**src/rtl/oob_link_supervisor_if.sv**
```systemverilog
// Signal bundle between the per-lane OOB link supervisor and the PHY/AHCI side.
// master = supervisor, slave = sequencer/host side that drives the lane inputs.
interface oob_link_supervisor_if #(
    parameter int NUM_LANES = 2,
    parameter int ERR_W     = 8
);
    logic [NUM_LANES-1:0]       gtx_ready;
    logic [NUM_LANES-1:0]       oob_busy;
    logic [NUM_LANES-1:0]       link_up;
    logic [NUM_LANES-1:0]       link_down;
    logic [NUM_LANES-1:0]       oob_error;
    logic [NUM_LANES-1:0]       oob_silence;
    logic [NUM_LANES-1:0]       cominit_req;
    logic [NUM_LANES-1:0]       rxbyteisaligned;
    logic [NUM_LANES-1:0]       set_offline;
    logic [NUM_LANES-1:0]       comreset_send;
    logic [NUM_LANES-1:0]       oob_start;
    logic [NUM_LANES-1:0]       phy_ready;
    logic [NUM_LANES-1:0]       re_aligned;
    logic [NUM_LANES-1:0]       txelecidle_force;
    logic [NUM_LANES-1:0]       link_fail;
    logic [4*NUM_LANES-1:0]     retry_cnt;
    logic [ERR_W*NUM_LANES-1:0] err_cnt;

    modport master (
        input  gtx_ready, oob_busy, link_up, link_down, oob_error, oob_silence,
               cominit_req, rxbyteisaligned, set_offline, comreset_send,
        output oob_start, phy_ready, re_aligned, txelecidle_force, link_fail,
               retry_cnt, err_cnt
    );

    modport slave (
        output gtx_ready, oob_busy, link_up, link_down, oob_error, oob_silence,
               cominit_req, rxbyteisaligned, set_offline, comreset_send,
        input  oob_start, phy_ready, re_aligned, txelecidle_force, link_fail,
               retry_cnt, err_cnt
    );
endinterface

```
**src/rtl/oob_link_supervisor.sv**
```systemverilog
// Per-lane SATA OOB supervisor: start/retry with exponential backoff, sticky
// failure, alignment-tolerant phy_ready, AHCI offline/COMRESET, error counting.
module oob_link_supervisor #(
    parameter int NUM_LANES    = 2,
    parameter int BACKOFF_BASE = 16,
    parameter int BACKOFF_W    = 12,
    parameter int MAX_RETRIES  = 3,
    parameter int ERR_W        = 8
) (
    input  logic                  clk,
    input  logic                  rst,
    oob_link_supervisor_if.master bus
);

    typedef enum logic [2:0] {
        WAIT_GTX, START, BUSY, LINK, BACKOFF, OFFLINE, FAIL
    } lane_state_e;

    localparam int                   WIDE_W      = BACKOFF_W + 48;
    localparam logic [4:0]           RETRY_LIMIT = 5'(MAX_RETRIES);
    localparam logic [BACKOFF_W-1:0] TIMER_ONE   = {{(BACKOFF_W-1){1'b0}}, 1'b1};
    localparam logic [ERR_W-1:0]     ERR_ONE     = {{(ERR_W-1){1'b0}}, 1'b1};

    // BACKOFF_BASE << shift, clamped to the timer's all-ones value.
    function automatic logic [BACKOFF_W-1:0] backoff_load(input logic [3:0] shift);
        logic [WIDE_W-1:0] wide;
        wide = WIDE_W'(BACKOFF_BASE) << shift;
        if (|wide[WIDE_W-1:BACKOFF_W]) backoff_load = '1;
        else                           backoff_load = wide[BACKOFF_W-1:0];
    endfunction

    for (genvar i = 0; i < NUM_LANES; i++) begin : g_lane
        lane_state_e          state_q, state_d;
        logic [BACKOFF_W-1:0] timer_q, timer_d;
        logic [3:0]           retry_q, retry_d;
        logic [ERR_W-1:0]     err_q, err_d;
        logic                 ready_q, ready_d, realign_q, rx_d1_q;
        logic                 err_evt, start_o, idle_o, fail_o;
        logic                 gtx, busy, up, down, err_in, sil, cominit, rx, offline, comreset;

        assign gtx      = bus.gtx_ready[i];
        assign busy     = bus.oob_busy[i];
        assign up       = bus.link_up[i];
        assign down     = bus.link_down[i];
        assign err_in   = bus.oob_error[i];
        assign sil      = bus.oob_silence[i];
        assign cominit  = bus.cominit_req[i];
        assign rx       = bus.rxbyteisaligned[i];
        assign offline  = bus.set_offline[i];
        assign comreset = bus.comreset_send[i];

        always_ff @(posedge clk or posedge rst) begin
            if (rst) begin
                state_q   <= WAIT_GTX;
                timer_q   <= '0;
                retry_q   <= '0;
                err_q     <= '0;
                ready_q   <= 1'b0;
                realign_q <= 1'b0;
                rx_d1_q   <= 1'b0;
            end else begin
                // NOTE: non-blocking so every register samples pre-edge values.
                state_q   <= state_d;
                timer_q   <= timer_d;
                retry_q   <= retry_d;
                err_q     <= err_d;
                ready_q   <= ready_d;
                realign_q <= ready_q & rx & ~rx_d1_q;
                rx_d1_q   <= rx;
            end
        end

        always_comb begin
            // NOTE: defaults first so no branch leaves a signal unassigned (no latch).
            state_d = state_q;
            timer_d = timer_q;
            retry_d = retry_q;
            err_d   = err_q;
            err_evt = ((state_q == BUSY) && !up && (err_in || sil)) ||
                      ((state_q == LINK) && down);
            if (err_evt && (err_q != '1)) err_d = err_q + ERR_ONE;

            if (comreset) begin
                state_d = WAIT_GTX;
                retry_d = '0;
                timer_d = '0;
            end else if (offline) begin
                state_d = OFFLINE;
            end else begin
                case (state_q)
                    WAIT_GTX: if (gtx && !busy) state_d = START;
                    START:    state_d = BUSY;
                    BUSY: begin
                        if (up) begin
                            state_d = LINK;
                            retry_d = '0;
                        end else if (err_in || sil) begin
                            retry_d = retry_q + 4'd1;
                            if (({1'b0, retry_q} + 5'd1) < RETRY_LIMIT) begin
                                state_d = BACKOFF;
                                timer_d = backoff_load(retry_q);
                            end else begin
                                state_d = FAIL;
                            end
                        end else if (!gtx) begin
                            state_d = WAIT_GTX;
                        end
                    end
                    LINK: begin
                        if (down || !gtx) state_d = WAIT_GTX;
                        else if (cominit) state_d = START;
                    end
                    BACKOFF: begin
                        timer_d = timer_q - TIMER_ONE;
                        if (cominit)                 state_d = START;
                        else if (timer_q == TIMER_ONE) state_d = WAIT_GTX;
                    end
                    OFFLINE, FAIL: state_d = state_q;
                    default:       state_d = WAIT_GTX;
                endcase
            end

            // Readiness latches within one LINK residency and drops as LINK is left.
            ready_d = (state_d == LINK) && (ready_q || ((state_q == LINK) && rx));
        end

        always_comb begin
            start_o = (state_q == START);
            idle_o  = (state_q == OFFLINE);
            fail_o  = (state_q == FAIL);
        end

        assign bus.oob_start[i]                = start_o;
        assign bus.txelecidle_force[i]         = idle_o;
        assign bus.link_fail[i]                = fail_o;
        assign bus.phy_ready[i]                = ready_q;
        assign bus.re_aligned[i]               = realign_q;
        assign bus.retry_cnt[4*i +: 4]         = retry_q;
        assign bus.err_cnt[ERR_W*i +: ERR_W]   = err_q;
    end

endmodule

```
**src/flat_wrapper.sv**
```systemverilog
// flat-port wrapper written by rule: the top's interface ports become plain ports
module oob_link_supervisor_flat 
#(
    parameter int NUM_LANES    = 2,
    parameter int BACKOFF_BASE = 16,
    parameter int BACKOFF_W    = 12,
    parameter int MAX_RETRIES  = 3,
    parameter int ERR_W        = 8
)
  (clk, rst, bus_gtx_ready, bus_oob_busy, bus_link_up, bus_link_down, bus_oob_error, bus_oob_silence, bus_cominit_req, bus_rxbyteisaligned, bus_set_offline, bus_comreset_send, bus_oob_start, bus_phy_ready, bus_re_aligned, bus_txelecidle_force, bus_link_fail, bus_retry_cnt, bus_err_cnt);
  oob_link_supervisor_if #(.NUM_LANES(NUM_LANES), .ERR_W(ERR_W)) bus_i ();
  input  logic clk;
  input  logic rst;
  input wire logic [$bits(bus_i.gtx_ready)-1:0] bus_gtx_ready;
  input wire logic [$bits(bus_i.oob_busy)-1:0] bus_oob_busy;
  input wire logic [$bits(bus_i.link_up)-1:0] bus_link_up;
  input wire logic [$bits(bus_i.link_down)-1:0] bus_link_down;
  input wire logic [$bits(bus_i.oob_error)-1:0] bus_oob_error;
  input wire logic [$bits(bus_i.oob_silence)-1:0] bus_oob_silence;
  input wire logic [$bits(bus_i.cominit_req)-1:0] bus_cominit_req;
  input wire logic [$bits(bus_i.rxbyteisaligned)-1:0] bus_rxbyteisaligned;
  input wire logic [$bits(bus_i.set_offline)-1:0] bus_set_offline;
  input wire logic [$bits(bus_i.comreset_send)-1:0] bus_comreset_send;
  output wire logic [$bits(bus_i.oob_start)-1:0] bus_oob_start;
  output wire logic [$bits(bus_i.phy_ready)-1:0] bus_phy_ready;
  output wire logic [$bits(bus_i.re_aligned)-1:0] bus_re_aligned;
  output wire logic [$bits(bus_i.txelecidle_force)-1:0] bus_txelecidle_force;
  output wire logic [$bits(bus_i.link_fail)-1:0] bus_link_fail;
  output wire logic [$bits(bus_i.retry_cnt)-1:0] bus_retry_cnt;
  output wire logic [$bits(bus_i.err_cnt)-1:0] bus_err_cnt;
  assign bus_i.gtx_ready = bus_gtx_ready;
  assign bus_i.oob_busy = bus_oob_busy;
  assign bus_i.link_up = bus_link_up;
  assign bus_i.link_down = bus_link_down;
  assign bus_i.oob_error = bus_oob_error;
  assign bus_i.oob_silence = bus_oob_silence;
  assign bus_i.cominit_req = bus_cominit_req;
  assign bus_i.rxbyteisaligned = bus_rxbyteisaligned;
  assign bus_i.set_offline = bus_set_offline;
  assign bus_i.comreset_send = bus_comreset_send;
  assign bus_oob_start = bus_i.oob_start;
  assign bus_phy_ready = bus_i.phy_ready;
  assign bus_re_aligned = bus_i.re_aligned;
  assign bus_txelecidle_force = bus_i.txelecidle_force;
  assign bus_link_fail = bus_i.link_fail;
  assign bus_retry_cnt = bus_i.retry_cnt;
  assign bus_err_cnt = bus_i.err_cnt;
  oob_link_supervisor #(.NUM_LANES(NUM_LANES), .BACKOFF_BASE(BACKOFF_BASE), .BACKOFF_W(BACKOFF_W), .MAX_RETRIES(MAX_RETRIES), .ERR_W(ERR_W)) u_core (.clk(clk), .rst(rst), .bus(bus_i));
endmodule
```
**config.mk**
```make
export PLATFORM = sky130hd
export DESIGN_NAME = oob_link_supervisor_flat
export DESIGN_NICKNAME = d
export VERILOG_FILES = /design/src/rtl/oob_link_supervisor_if.sv /design/src/rtl/oob_link_supervisor.sv /design/src/flat_wrapper.sv
export SDC_FILE = /design/constraint.sdc
export NUM_CORES = 1
export LEC_CHECK = 0
export BUFFER_PORTS_ARGS = -buffer_cell sky130_fd_sc_hd__buf_2
export CAP_MARGIN = 10
export CORE_ASPECT_RATIO = 1.5
export CORE_MARGIN = 4
export CORE_UTILIZATION = 47
export DETAILED_ROUTE_END_ITERATION = 12
export PLACE_DENSITY = 0.71
export RECOVER_POWER = 25
export SLEW_MARGIN = 5
export SYNTH_ARGS = -nofsm -noshare
export SYNTH_HDL_FRONTEND = slang
export SYNTH_SLANG_ARGS = --single-unit
```
**constraint.sdc**
```tcl
create_clock -name clk -period 2.72 [get_ports clk]
set_input_delay 0.272 -clock clk [delete_from_list [all_inputs] [get_ports clk]]
set_output_delay 0.272 -clock clk [all_outputs]
set_load 0.01 [all_outputs]
```
==> metrics list, run 1 <==
- Once layout is complete, the utilization of the core stands at 0.556.
* Sequential-to-total area share from yosys stat: 0.361
- Detail Placement HPWL: 7330 um
- Async set or reset register ratio after synthesis: 1.00
* Number of synthesized flops with an enable pin: 0
- Required time worst endpoint: 2.90 ns
- In this run the count of I/O pins placed on the die edge is 56.
- The final layout contains 538 nets.
- Of the cells placed in the final design, the portion with a size suffix greater than 1 is 0.201.
- At the worst endpoint, the arrival time is 2.57 ns.
- The die covers 0.0105 mm2.
- Relative to the synthesized area, the layout overhead comes to 13.8%.
* Relative slew slack: 0.197
- Last weighted congestion value of the routability-driven placer: 0.917
* Number of setup violations in the final report: 0
- Largest net degree at the start of global routing: 31
- Number of gates resized after CTS: 0
- Total wirelength of the detailed-routed design: 10200 um
* Post-Syn Instances: 461
- The flow ran to the end, and the final reports show no timing, DRC or antenna violations.
* Class of the tightest hold or removal check: in2reg
* Antenna diodes: 0
- During synthesis, Yosys emitted a total of 0 warnings.
- Counting the fill cells in the layout gives 830.
- The clock net in this run drives a total of 60 sinks.
- Along the worst path, the maximum fanout reaches 12.
* Non-Filler Cell Area, Final: 0.00474 mm2
- The clock reaches the later pin of the worst-skew pair after 0.32 ns.
* Power density over the cells: 551 mW/mm2
- Cts-stage hold buffer count: 0
- In the finished design, the share of the clock period the worst path needs comes to 0.875.
* Number of buffers added on ports: 55
- Syn avg cell area: 9.03 um2
* Root buffer cell: clkbuf_16
- Htree depth: 3
* Setup slack, reg-to-reg: 0.34 ns
- Clock-pin slew was measured on the worst setup and hold paths at 0.05 ns.
- For this run, design rule violations remaining after detail routing come to 0.
* Width of the die: 84.8 um
- Summing all placed instances gives a cell area of 0.00443 mm2.
- TritonCTS clock tree: done
- On the critical path, the stage with the largest delay is an instance of dfrtp_1.
- Aggregate global-route resource usage: 0.201
* Static Leakage: 0.00215 uW
* Syn Nets: 501
- The die is 123 um tall.
- On the worst path, the slowest cell contributes a delay of 0.44 ns.
- On the final layout, the worst clock skew is 0.00275 ns.
- For this configuration, the core starts out at a cell density of 0.489.
- The first TritonRoute pass finished after 6 iterations.
- RSZ-0062 raised after global routing: no
- Grouping stages by cell kind, the critical path spends the most delay in compound AO/OA/AOI/OAI gates.
* Fin crit period: 2.38 ns
- Post-synth top flop: dfrtp_1
* Number of buffers created by CTS: 9
- Count of pins over their slew limit: 0
- Max Cap Violations: 0
- Number of vias in the routed layout: 3751
- Max rail drop VDD: 0.000477 V
- In this design, the critical path's most frequently occurring cell is ha_1.
* Iteration-0 DRC Markers: 203
- Number of failing hold endpoints at the final stage: 0
* Maximum achievable frequency: 420 MHz
* Number of buffers between clock root and the deepest sink: 2
- The number of different library cells used by synthesis comes to 78.
- Critical path class: reg2reg
- Summing every instance area after synthesis gives 0.00416 mm2.
* Global-route wire length before repair: 17200 um
* Crit path capture type: flip-flop
- Core Box Area: 0.00852 mm2
- Buf+Inv Stages, Crit Path: 1
- Antenna-violating nets left: 0
- Global routing finished with a remaining overflow of 0.
- Slew at the pin closest to its max-slew limit: 1.20 ns
- Post-DR wirelength/cell: 16.6 um
* Final sum of negative setup slack: 0 ns
- Yosys reg bits: 60
- Walking the worst path, the cells encountered are ha_1, ha_1, inv_1, a2111oi_4, a21oi_2, o311ai_1, o41ai_2.
- The via count of the first global-routing pass came to 3713.
- STA classifies the critical path startpoint as a flip-flop.
* Average vias per placed instance: 6.15
- Standard-cell row count: 41
- The number of setup buffers added after CTS is 0.
- Initial antenna violation count: 1
## logic make-up (layout without fill, tap and decap cells)
logic type      after synthesis  in the layout  share of synthesized area
simple gates                166            166                      0.229
mux                           5              5                     0.0126
flops                        60             60                      0.361
fa+ha+maj                    18             18                     0.0541
buf+inv                      56             98                     0.0676
compound gates              137            137                      0.236
xor+xnor                     19             19                     0.0400
## state kept, by name, indices dropped and copies added (netlist names)
register / count
u_core.g_lane.err_q: 16
u_core.g_lane.ready_q: 2
u_core.g_lane.realign_q: 2
u_core.g_lane.retry_q: 8
u_core.g_lane.rx_d1_q: 2
u_core.g_lane.state_q: 6
u_core.g_lane.timer_q: 24
## synthesized netlist by cell type (all sizes together), types with 3 or more instances
library cell,n,area [um2]
nor4,4,37.5
o41ai,3,33.8
mux2i,3,30.0
a211oi,8,60.1
or3,5,31.3
or4,4,33.8
o31a,3,27.5
and3,8,55.1
a2bb2oi,3,26.3
nand3,20,100
o311ai,9,78.8
nor2b,10,62.6
or2,3,18.8
xnor2,15,131
a21oi,38,194
o31ai,15,113
a22oi,9,67.6
nand4,7,43.8
nand2,25,101
nand2b,3,18.8
a31oi,13,87.6
clkbuf,15,66.3
dfrtp,60,1500
nor3b,7,68.8
nor2,42,160
nor3,10,55.1
and2,7,43.8
inv,18,67.6
ha,18,225
o21ai,15,78.8
buf,23,148
xor2,4,35.0
## where the power goes
part / switching, uW / total [uW] / internal [uW]
logic: 231 / 393 / 162
clock network: 385 / 1210 / 821
registers: 70.4 / 1010 / 941
total: 686 / 2610 / 1920
## cell type report
type	count	area (um2)	share of cell area
well taps	107	134	0.0283
clock buffers	11	243	0.0512
repair buffers	64	337	0.0711
clock inverters	5	75.1	0.0158
flip-flops and latches	60	1500	0.317
multi-input cells	345	2380	0.502
inverters	18	67.6	0.0143
## layout by cell type (no fill, tap or decap), drive strengths merged, types with 10 or more instances in the layout
cell     n
o21ai   15
xnor2   15
nor3    10
a31oi   13
inv     18
buf     61
nand3   20
dfrtp   60
a21oi   38
nor2    42
nand2   25
ha      18
o31ai   15
nor2b   10
clkbuf  14
## path summary, 6_finish.rpt
path,startpoint,endpoint,cells past startpoint
max reg2reg,u_core.g_lane[0].retry_q[0],u_core.g_lane[0].timer_q[5],7
min,bus_rxbyteisaligned[0],u_core.g_lane[0].rx_d1_q,1
min in group asynchronous,rst,u_core.g_lane[1].timer_q[2],2
max in group asynchronous,rst,u_core.g_lane[0].state_q[0],3
min reg2reg,u_core.g_lane[1].rx_d1_q,u_core.g_lane[1].realign_q,1
max,u_core.g_lane[0].retry_q[0],u_core.g_lane[0].timer_q[5],7
## layer usage
| metal | wire length [um] | share of wire | GRT usage |
|---|---|---|---|
| met2 | 5320 | 0.52 | 0.347 |
| met4 | 217 | 0.021 | 0.0970 |
| met5 | 7 | 0.00069 | 0 |
| met1 | 4110 | 0.40 | 0.236 |
| met3 | 495 | 0.049 | 0.0447 |
## per-stage QoR
step / power [uW] / worst slack (ns) / instances / hold slack, ns
after global placement: 1400 / 0.417 / 594 / 0.387
after CTS: 2650 / 0.350 / 610 / 0.0575
final: 2610 / 0.339 / 610 / 0.109
after global routing: 2740 / 0.173 / 610 / 0.111
after detailed placement: 1420 / 0.376 / 594 / 0.387
after floorplan: 1290 / 0.461 / 461 / 0.303
Note: power is estimated with default switching activity, not from simulation.
==> run 2, diff against run 1 <==
- ABC_CLOCK_PERIOD_IN_PS: default -> 2720
- PLACE_DENSITY: 0.71 -> 0.75
==> run 2 against run 1 <==
Compared with the run above:
- count of clock-buffer cells in the layout grew 2
- worst setup slack got worse by 0.023 ns
- cell area fell by 1.1%
- sequential cell count stayed put
- register-to-register slack worse by 0.02 ns
- power decreased by 6.3%
- global-route usage increased by 0.27 points
- core utilization is 0.63 points lower
- largest power group unchanged
- via count grew 1.6%
- maximum frequency shrank 0.96%
- sequential power about the same
==> metrics list, run 2 (same netlist as run 1, synthesis figures left out) <==
* Width of the die: 84.8 um (unchanged)
* Number of flip-flops in the largest register: 24 (unchanged)
- The tightest min-delay check is of the in2reg type.
* Final sum of negative setup slack: 0 ns (unchanged)
* Cell area reported after detailed placement: 0.00443 mm2 (unchanged)
* Layout overhead on the synthesized area: 12.5%
- Register containing the most flip-flops in the final layout: u_core.g_lane.timer_q
- Switching part of the total power: 0.282 (+0.0193)
- The setup slack on the worst flop-to-flop path is 0.32 ns (-0.02 ns).
- Following the worst setup path forward leads to its endpoint at u_core.g_lane[1].timer_q[10].
- The final weighted congestion in routability-driven placement is 0.876 (-4.5%).
- Number of inserted filler cells in the final layout: 801 (-3.5%)
- Registers with the most flip-flops: u_core.g_lane.timer_q: 24 flops, u_core.g_lane.err_q: 16 flops, u_core.g_lane.retry_q: 8 flops
- Clock power share: 0.429 (-0.033)
- The max-slew violation count was 0 (unchanged).
- Max rail drop VDD: 0.000354 V (-26%)
- Relative slew slack: 0.465 (+0.269)
- Initial Utilization: 0.489 (unchanged)
- Leaving out fill and tap cells, the most frequent cells in the layout are dfrtp_1 (60), nor2_1 (41), a21oi_1 (37), buf_2 (37), nand2_1 (24).
- TritonCTS clock tree: done
- Fin crit period: 2.40 ns (+0.0231 ns)
- The number of detailed-routing iterations run before antenna repair is 5 (-1).
- Number of failing hold endpoints at the final stage: 0 (unchanged)
- Critical R2R Launch: u_core.g_lane[1].retry_q[0]
- The total via count in the routed design is 3812 (+1.6%).
* Via count of the first global-routing pass: 3754 (+1.1%)
- Post-DR wirelength/cell: 16.9 um (+1.3%)
- The critical path starts at u_core.g_lane[1].retry_q[0].
- Relative contribution of sequential cells to total power: 0.412 (+0.025)
- The library cell used most frequently in the layout, excluding fill and tap cells, is dfrtp_1.
- The height of the chip is 123 um (unchanged).
* Total wirelength of the detailed-routed design: 10300 um (+1.3%)
- The global routing usage on met3 came to 0.0400 (-0.00467).
- Required time worst endpoint: 2.92 ns (+0.02 ns)
- Final global-route overflow total: 0 (unchanged)
- RSZ-0062 raised after global routing: no
- In this run the critical register-to-register path is captured at u_core.g_lane[1].timer_q[10].
- The cell leakage power was 0.00207 uW (-3.9%).
- Met2 usage in global routing: 0.370 (+0.0230)
- Aggregate global-route resource usage: 0.204 (+0.00268)
- Final worst clock skew: 0.00511 ns (+0.00236 ns)
- The transition time of the tightest slew-check pin is 0.801 ns (-0.403 ns).
- Data arrival time of the critical path: 2.60 ns (+0.03 ns)
- The CTS sink count came to 60 (unchanged).
- The largest fanout on the critical path came to 9 (-3).
* Number of buffers created by CTS: 9 (unchanged)
- Power spent charging and discharging nets: 690 uW (+0.60%)
- The pin count of the biggest net entering global routing is 25 (-19%).
* Average vias per placed instance: 6.25 (+1.6%)
* Max Cap Violations: 0 (unchanged)
* Crit path capture type: flip-flop
- Root buffer cell: clkbuf_16
* Critical path class: reg2reg
- Result of the run: finished, final reports clean
- The count of unresolved DRC violations after routing was 0 (unchanged).
- Antenna diodes: 0 (unchanged)
- The combinational share of power is 0.159 (+0.009).
- The number of buffers inserted to repair setup after CTS came to 0 (unchanged).
- Worst-skew pair later-pin latency: 0.33 ns (about the same)
* Non-Filler Cell Area, Final: 0.00468 mm2 (-1.1%)
* Maximum achievable frequency: 416 MHz (-0.96%)
* Fraction of layout instances using a drive strength above 1: 0.167 (-0.0338)
* Htree depth: 3 (unchanged)
- Number of buffers added on ports: 55 (unchanged)
- Antenna-violating nets left: 0 (unchanged)
- I/O pin total: 56 (unchanged)
- The post-cts resize count was 0 (unchanged).
- Clock transition at path regs: 0.05 ns (about the same)
- Count of cells along the worst register-to-register path: 7 (unchanged)
- The power density of the placed cells is 522 mW/mm2 (-5.2%).
- The standard-cell row count was 41 (unchanged).
- Total internal power: 1760 uW (-8.7%)
* Post-route fraction of the period consumed by the critical path: 0.884 (+0.00848)
- The detailed placer's ending HPWL was 7360 um (+0.48%).
- Core Box Area: 0.00852 mm2 (unchanged)
- The wire length of the first global-routing pass was 17200 um (+0.12%).
- Number of setup violations in the final report: 0 (unchanged)
* DIE AREA: 0.0105 mm2 (unchanged)
- The maximum clock path buffer count is 2 (unchanged).
- The count of routing violations after the opening detailed-route iteration came to 362 (+78%).
- Most heavily used metal layer in global routing: met2
* CP startpoint kind: flip-flop
* Met1 track demand over resource in global routing: 0.223 (-0.0127)
- Final #Nets: 539 (+0.19%)
- Initial antenna violation count: 0 (-1)
run 2: cell types whose count changed in the layout (fill, tap and decap cells not counted), sizes merged:
cell         change
clkbuf          +17
buf             -15
bufinv           -2
clkinv           -1
dlygate4sd3      +1
run 2: how the worst min path moves through the flow:
stage | from | to | slack (ns) | cells after the start
after floorplan | bus_rxbyteisaligned[0] | u_core.g_lane[0].rx_d1_q | 0.30 | 0
after detailed placement | rst | u_core.g_lane[1].timer_q[5] | 0.31 | 2
after global placement | rst | u_core.g_lane[1].timer_q[4] | 0.31 | 2
final | bus_rxbyteisaligned[0] | u_core.g_lane[0].rx_d1_q | 0.1 | 1
after global routing | bus_rxbyteisaligned[0] | u_core.g_lane[0].rx_d1_q | 0.10 | 1
after CTS | bus_rxbyteisaligned[0] | u_core.g_lane[0].rx_d1_q | 0.08 | 1
run 2: per-layer routing:
metal / routed length (um) / vias to the layer above
li1: - / 1782
met1: 3950 / 1848
met2: 5500 / 154
met3: 552 / 28
met4: 278 / 0
met5: 0 / -
run 2: cell type report:
class	instances	area, um2	area share
clock buffers	13	260	0.0556
multi-input cells	345	2380	0.508
well taps	107	134	0.0286
inverters	18	67.6	0.0144
clock inverters	2	10.0	0.00214
repair buffers	65	330	0.0705
flip-flops and latches	60	1500	0.321
run 2: power groups by stage:
| stage | Combinational, uW | Sequential, uW | Clock [uW] |
|---|---|---|---|
| after floorplan | 281 | 1010 | 0 |
| after global placement | 384 | 1020 | 0 |
| after detailed placement | 394 | 1020 | 0 |
| after CTS | 398 | 1010 | 1060 |
| after global routing | 435 | 1020 | 1110 |
| final | 389 | 1010 | 1050 |
run 2: what timing repair did:
item | in CTS | in global routing
endpoints found under the setup margin | 0 | 0
endpoints found under the hold margin | 18 | 0
hold buffers | 1 | 0
run 2: critical path, cell delays in order, from the launching register on:
cell and delay [ns]:
dfrtp_1 0.42, ha_1 0.25, ha_1 0.19, or4_1 0.58, o21ai_2 0.33, a22oi_1 0.12, o31ai_1 0.26, a21oi_1 0.11
run 2: metrics by stage:
stage / total power, uW / std cells / hold slack (ns) / setup WS (ns) / util
final: 2450 / 610 / 0.0962 / 0.316 / 0.550
after global routing: 2560 / 610 / 0.101 / 0.165 / 0.550
after CTS: 2470 / 610 / 0.0764 / 0.352 / 0.553
after detailed placement: 1420 / 594 / 0.305 / 0.365 / 0.520
after global placement: 1400 / 594 / 0.306 / 0.406 / 0.520
after floorplan: 1290 / 461 / 0.303 / 0.461 / -
